==> config.mk <==
export PLATFORM = sky130hd
export DESIGN_NAME = gray_bin_pipe
export DESIGN_NICKNAME = d
export VERILOG_FILES = /design/src/rtl/gray_bin_pipe.sv
export SDC_FILE = /design/constraint.sdc
export NUM_CORES = 1
export LEC_CHECK = 0
export CAP_MARGIN = 20
export CORE_UTILIZATION = 35
export CTS_CLUSTER_SIZE = 24
export DETAILED_ROUTE_END_ITERATION = 10
export HOLD_SLACK_MARGIN = 0.08
export SYNTH_ARGS = -nofsm -noshare
export SYNTH_HDL_FRONTEND = slang
export SYNTH_SLANG_ARGS = --single-unit
export TNS_END_PERCENT = 5
==> constraint.sdc <==
create_clock -name clk -period 1.8 [get_ports clk]
set_input_delay 0.36 -clock clk [delete_from_list [all_inputs] [get_ports clk]]
set_output_delay 0.36 -clock clk [all_outputs]
set_load 0.02 [all_outputs]
==> src/rtl/gray_bin_pipe.sv <==
// -----------------------------------------------------------------------------
// gray_bin_pipe
// Parametrised, pipelined Gray<->binary converter with valid/ready flow control.
// Each word selects its own direction. The conversion is done combinationally
// on the input side and registered into stage 0. The remaining stages only
// move data forward, so out_data has no combinational path from in_data.
//
// Parameters
//   WIDTH   data width in bits (>= 2), default 8
//   STAGES  number of pipeline register stages (>= 1), default 2; sets latency
//
// Ports
//   clk        rising-edge clock
//   rst        synchronous reset, active-high
//   in_valid   input word present
//   in_ready   block can accept a word this cycle (stage-0 load enable)
//   in_data    Gray code (mode=0) or binary (mode=1)
//   mode       0: Gray->binary, 1: binary->Gray, sampled with in_data
//   out_valid  output word present
//   out_ready  downstream accepts the output word
//   out_data   converted word
//   out_mode   mode the current output word was converted with
//   step_err   Gray step violation flag for the current output word
//
// Optional feature, selected by macro GRAY_STEP_CHECK_EN
//   Defined:   a history register keeps the Gray form of the last accepted
//              word. Each accepted word is flagged unless its Gray form
//              differs from that history in exactly one bit. The flag travels
//              with the word and appears on step_err.
//   Undefined: no history logic, and step_err is tied to 0.
// -----------------------------------------------------------------------------
module gray_bin_pipe #(
  parameter int WIDTH  = 8,
  parameter int STAGES = 2
) (
  input  logic             clk,
  input  logic             rst,
  input  logic             in_valid,
  output logic             in_ready,
  input  logic [WIDTH-1:0] in_data,
  input  logic             mode,
  output logic             out_valid,
  input  logic             out_ready,
  output logic [WIDTH-1:0] out_data,
  output logic             out_mode,
  output logic             step_err
);

  localparam int LAST = STAGES - 1;

  // Gray->binary: each binary bit is the XOR of all Gray bits at or above it.
  // The running XOR starts from the MSB and works downward.
  function automatic logic [WIDTH-1:0] gray_to_bin(input logic [WIDTH-1:0] g);
    logic [WIDTH-1:0] b;
    b = g;
    for (int i = WIDTH - 2; i >= 0; i--) begin
      b[i] = b[i+1] ^ g[i];
    end
    return b;
  endfunction

  // Binary->Gray: XOR of each bit with its upper neighbour.
  function automatic logic [WIDTH-1:0] bin_to_gray(input logic [WIDTH-1:0] b);
    return b ^ (b >> 1);
  endfunction

  // Pipeline storage. stage_v[i] marks stage i as holding a real word.
  logic [STAGES-1:0] stage_v;
  logic [WIDTH-1:0]  stage_data [STAGES];
  logic [STAGES-1:0] stage_mode;
  logic [STAGES-1:0] load;
  logic              tail_full;
  logic [WIDTH-1:0]  conv_data;

  // Converted input word. This is the only combinational logic on the data path.
  // It feeds stage 0 directly.
  always_comb begin
    conv_data = mode ? bin_to_gray(in_data) : gray_to_bin(in_data);
  end

  // Load enables.
  // A stage may load when any stage from it up to the output is empty, or when
  // the output is being drained. This is the unrolled form of
  // "load[i] = !v[i] || load[i+1]". Bubbles collapse, and in_ready depends only
  // on registered valids and out_ready. It never depends on in_valid.
  always_comb begin
    load      = '0;
    tail_full = 1'b1;
    for (int i = LAST; i >= 0; i--) begin
      tail_full = tail_full & stage_v[i];
      load[i]   = out_ready | ~tail_full;
    end
  end

  assign in_ready = load[0];

  // Pipeline registers.
  // Stage 0 captures the converted input. Every later stage copies its
  // predecessor when enabled, which includes copying the predecessor's valid
  // bit, so an empty predecessor moves a bubble forward. Reset clears every
  // stage, so in-flight words and any word offered on the reset edge are lost.
  always_ff @(posedge clk) begin
    if (rst) begin
      stage_v    <= '0;
      stage_mode <= '0;
      for (int i = 0; i < STAGES; i++) begin
        stage_data[i] <= '0;
      end
    end else begin
      if (load[0]) begin
        stage_v[0]    <= in_valid;
        stage_data[0] <= conv_data;
        stage_mode[0] <= mode;
      end
      for (int i = 1; i < STAGES; i++) begin
        if (load[i]) begin
          stage_v[i]    <= stage_v[i-1];
          stage_data[i] <= stage_data[i-1];
          stage_mode[i] <= stage_mode[i-1];
        end
      end
    end
  end

  assign out_valid = stage_v[LAST];
  assign out_data  = stage_data[LAST];
  assign out_mode  = stage_mode[LAST];

`ifdef GRAY_STEP_CHECK_EN

  // Number of set bits in a word. A legal Gray step has exactly one set bit
  // in the XOR of two consecutive codes.
  function automatic int ones(input logic [WIDTH-1:0] x);
    int n;
    n = 0;
    for (int i = 0; i < WIDTH; i++) begin
      if (x[i]) n++;
    end
    return n;
  endfunction

  logic [WIDTH-1:0]  hist_gray;
  logic              hist_valid;
  logic              hist_mode;
  logic [WIDTH-1:0]  in_gray;
  logic              hist_live;
  logic              in_err;
  logic              accept;
  logic [STAGES-1:0] stage_err;

  // Step check on the Gray form of the incoming word.
  // For mode=1 the Gray form is the converted output. For mode=0 it is the
  // input itself. History only counts if the previous accepted word used the
  // same mode, so the first word after a mode change is never flagged.
  // A repeated code has zero differing bits and is flagged.
  always_comb begin
    in_gray   = mode ? conv_data : in_data;
    hist_live = hist_valid && (hist_mode == mode);
    in_err    = hist_live && (ones(in_gray ^ hist_gray) != 1);
    accept    = in_valid && load[0];
  end

  // History register. It updates only on real transfers and is cleared by reset.
  always_ff @(posedge clk) begin
    if (rst) begin
      hist_gray  <= '0;
      hist_valid <= 1'b0;
      hist_mode  <= 1'b0;
    end else if (accept) begin
      hist_gray  <= in_gray;
      hist_valid <= 1'b1;
      hist_mode  <= mode;
    end
  end

  // The error flag moves alongside the data, using the same load enables,
  // so it stays attached to its own word under backpressure.
  always_ff @(posedge clk) begin
    if (rst) begin
      stage_err <= '0;
    end else begin
      if (load[0]) begin
        stage_err[0] <= in_err;
      end
      for (int i = 1; i < STAGES; i++) begin
        if (load[i]) begin
          stage_err[i] <= stage_err[i-1];
        end
      end
    end
  end

  assign step_err = stage_err[LAST];

`else

  assign step_err = 1'b0;

`endif

endmodule

# ---- Word level (Yosys, flattened, before mapping)
# Memory sizes are Yosys's and may differ from the RTL's.
# Cells that the tools add are included.
dict set report op_classes {
  n_mux 11
  bitwise 15
}
# cell count
set op_table {}
lappend op_table {{$mux W8} 3}
lappend op_table {{$mux W1} 8}
lappend op_table {{$xor A8 B7 Y8} 1}
lappend op_table {{$xor A1 B1 Y1} 7}
lappend op_table {{$or A1 B1 Y1} 4}
lappend op_table {{$not A1 Y1} 2}
lappend op_table {{$and A1 B1 Y1} 1}
dict set report totals {
  ff_bits 4
  mem_bits_rw 16
  in_bits 13
  output_inout_bits 12
  n_memories 1
}
# name words width read_ports rd_clocked_by_memory_dff wr line
set mem_list {}
lappend mem_list {stage_data 2 8 2 0 2 69} ;# logic [WIDTH-1:0] stage_data [STAGES];

# ---- Logic depth before layout (Yosys ltp)
dict set report logic_depth {
  ltp_word 9
  ltp_mapped 5
}

# ---- Least setup slack after synthesis
# OpenSTA, ideal clock, no wires.
dict set report synth_path {
  path_type {input to register}
  from {input in_data[7]}
  to {memory stage_data[0][1] (data pin)}
  setup_ns 0.146
  arrival_ns 1.481
  setup_slack_ns 0.172
  path_stages 4
  cell_sequence {xnor2_2 > xnor3_1 > or3_1 > a21oi_1}
}
# item line
set synth_lines {}
lappend synth_lines {{start: declaration} 40} ;# input logic [WIDTH-1:0] in_data,
lappend synth_lines {{end: declaration} 69}

==> flow_summary.json <==
{
  "outcome": "finished clean",
  "synthCells": 88,
  "cts_tree": "done",
  "diodes": 0,
  "gr-total-overflow": 0,
  "die_w_um": 56.0,
  "yosysWarningCount": 0,
  "synth.ff_latch_count": 20,
  "core_um2": 2760,
  "numCtsBuffers": 3,
  "dieArea_um2": 3140,
  "p_leak_uw": 0.000573,
  "crit_fanout": 3,
  "crit_type": "in2reg",
  "setup_viol": 0,
  "drtAntennaViolNets": 0,
  "drc_errors": 0,
  "ys_types": 23,
  "grt_pass1_vias": 653,
  "synth_area_um2": 1020,
  "clock_path_buffers": 2,
  "synth_nets": 101,
  "drt-met1-wl_um": 679,
  "avgRoutedWirePerCell_um": 10.9,
  "drive_above_1_share": 0.174,
  "vias": 660,
  "finalCriticalPeriod_ns": 1.74,
  "hold_slack_ns": 0.487,
  "fin_crit_sh": 0.967,
  "setup.worst_path.start_class": "input pin",
  "row_count": 19,
  "drt-pass1-iter-count": 3,
  "grt_max_degree": 12,
  "crit_path_end_kind": "flip-flop",
  "rsz0062_at_grt": "true",
  "clock-sinks": 20,
  "pre_cts_ws_ns": -0.299,
  "place_area_um2": 1300,
  "finalHoldViolCount": 0,
  "final.setup.worst_slack_ns": 0.0596,
  "drv_slew": 0,
  "wirelength_um": 1590,
  "multi_input_area_um2": 387,
  "crit_family": "XOR/XNOR gates",
  "synth_async_sr_flop_share": 0,
  "regArea_um2": 561,
  "worstHoldPathType": "reg2reg",
  "synth_edf_count": 16,
  "path_cells": "clkdlybuf4s50_1 -> xor2_1 -> xor3_1 -> nand3_1 -> nor3b_1",
  "ys_seq_area_frac": 0.549,
  "cp.arrival_ns": 1.87,
  "max_cap_violations": 0,
  "antenna_found_initial": 0,
  "dr.max_layer_used": "met4",
  "slowest_stage": "clkdlybuf4s50_1",
  "die_h_um": 56.0,
  "io_pins": 25,
  "critical_path_buf_inv_count": 1,
  "synth_area_leaders": "edfxtp_1, dfxtp_1, buf_4",
  "clkTransAtPathRegs_ns": 0.11,
  "cts-root-buf": "clkbuf_4",
  "synthFlopType": "edfxtp_1",
  "dr_wl_met3_um": 51,
  "drt_iter0_drc": 9,
  "skew_ns": 0.00685,
  "power_uw": 1050,
  "wl_met2_um": 828,
  "fin_area_um2": 1360,
  "required_ns": 1.93,
  "track_usage": 0.110,
  "viasPerCell": 4.52,
  "vdd_ir_drop_max_uv": 406,
  "synth_top_cell_by_area": "edfxtp_1",
  "initial_core_util": 0.370,
  "powerDensity_nw_per_um2": 772,
  "fmax_ghz": 0.575,
  "numPortBuffers": 23,
  "synth_top_area_share": 0.471,
  "clock_latency_ns": 0.29,
  "nets": 129,
  "max_stage_delay_ns": 0.53,
  "postSynthAreaPerCell_um2": 11.6,
  "grt_pass1_wl_um": 2720,
  "dp_hpwl_um": 1220,
  "syn_to_final_growth_pct": 32.7,
  "routabilityCongestion": 0.784,
  "num-fill-cells": 262,
  "cts.htree.levels": 1
}
[report_power, final]
part           internal [µW]  total (µW)  switching (µW)
registers                543         551            8.87
clock network            123         254             131
logic                    135         240             105
[kinds of logic after synthesis]
logic type	Yosys count	share of synthesized area
simple gates	33	0.175
flops	20	0.549
xor+xnor	13	0.147
buf+inv	13	0.0809
compound gates	7	0.0343
mux	1	0.00980
other cells	1	0.00367
[placed cells by master (no fill, tap or decap), types with 2 or more instances in the layout]
master / instances
dlymetal6s2s_1: 2
clkbuf_4: 3
nor2b_1: 2
edfxtp_1: 16
a21oi_1: 4
nor2_1: 12
and2_1: 9
nor3b_1: 2
inv_1: 2
nand3_1: 2
nand2b_1: 2
xor2_1: 6
o21ai_0: 2
dfxtp_1: 4
clkdlybuf4s50_1: 20
buf_4: 10
xnor2_1: 4
[sequential cells by signal, indices dropped and copies added (netlist names)]
signal,count
stage_mode,2
stage_data,16
stage_v,2
[tightest hold or removal path, stage by stage, from the launching register on]
cell     delay (ns)
dfxtp_1        0.35
nor2_1         0.05
nor2_1         0.07
[layout make-up]
type	instances	share of cell area
sequential	20	0.414
multi-input combinational	55	0.285
timing repair buffer	34	0.240
tap	31	0.0286
clock buffer	4	0.0268
inverter	2	0.00554
[synthesized netlist by cell type, types with 4 or more instances]
cell type and count:
and2_1 9, xnor2_1 4, nor2_1 12, buf_4 9, edfxtp_1 16, xor2_1 6, a21oi_1 5, dfxtp_1 4
[path summary, 6_finish.rpt]
path | start | end | slack [ns] | cells after the start
worst min-delay path | stage_v[0]$_SDFFE_PP0N_ | stage_v[1]$_SDFFE_PP0N_ | 0.49 | 2
worst min register to register | stage_v[0]$_SDFFE_PP0N_ | stage_v[1]$_SDFFE_PP0N_ | 0.49 | 2
worst max register to register | stage_v[1]$_SDFFE_PP0N_ | stage_data[0][0]$_SDFFCE_PN0P_ | 0.36 | 4
worst max-delay path | in_data[3] | stage_data[0][0]$_SDFFCE_PN0P_ | 0.06 | 5
[metrics by stage]
stage               setup TNS (ns)   util  instances
floorplan                        0      -         88
global placement            -0.907  0.472        141
detailed placement           -1.18  0.472        141
CTS                              0  0.485        145
global route               -0.0371  0.491        146
finish                           0  0.491        146
[repair_timing]
item,4_1_cts,5_1_grt
gates resized for setup,1,6
setup buffers,0,1
pin swaps,0,3
setup endpoints to repair,1,3
hold buffers,0,0
[layer usage]
| metal | up-vias | global-route usage |
|---|---|---|
| met5 | - | 0 |
| met2 | 18 | 0.202 |
| li1 | 339 | - |
| met1 | 301 | 0.118 |
| met3 | 2 | 0.0163 |
| met4 | 0 | 0.0627 |
(Power assumes the default switching activity.)
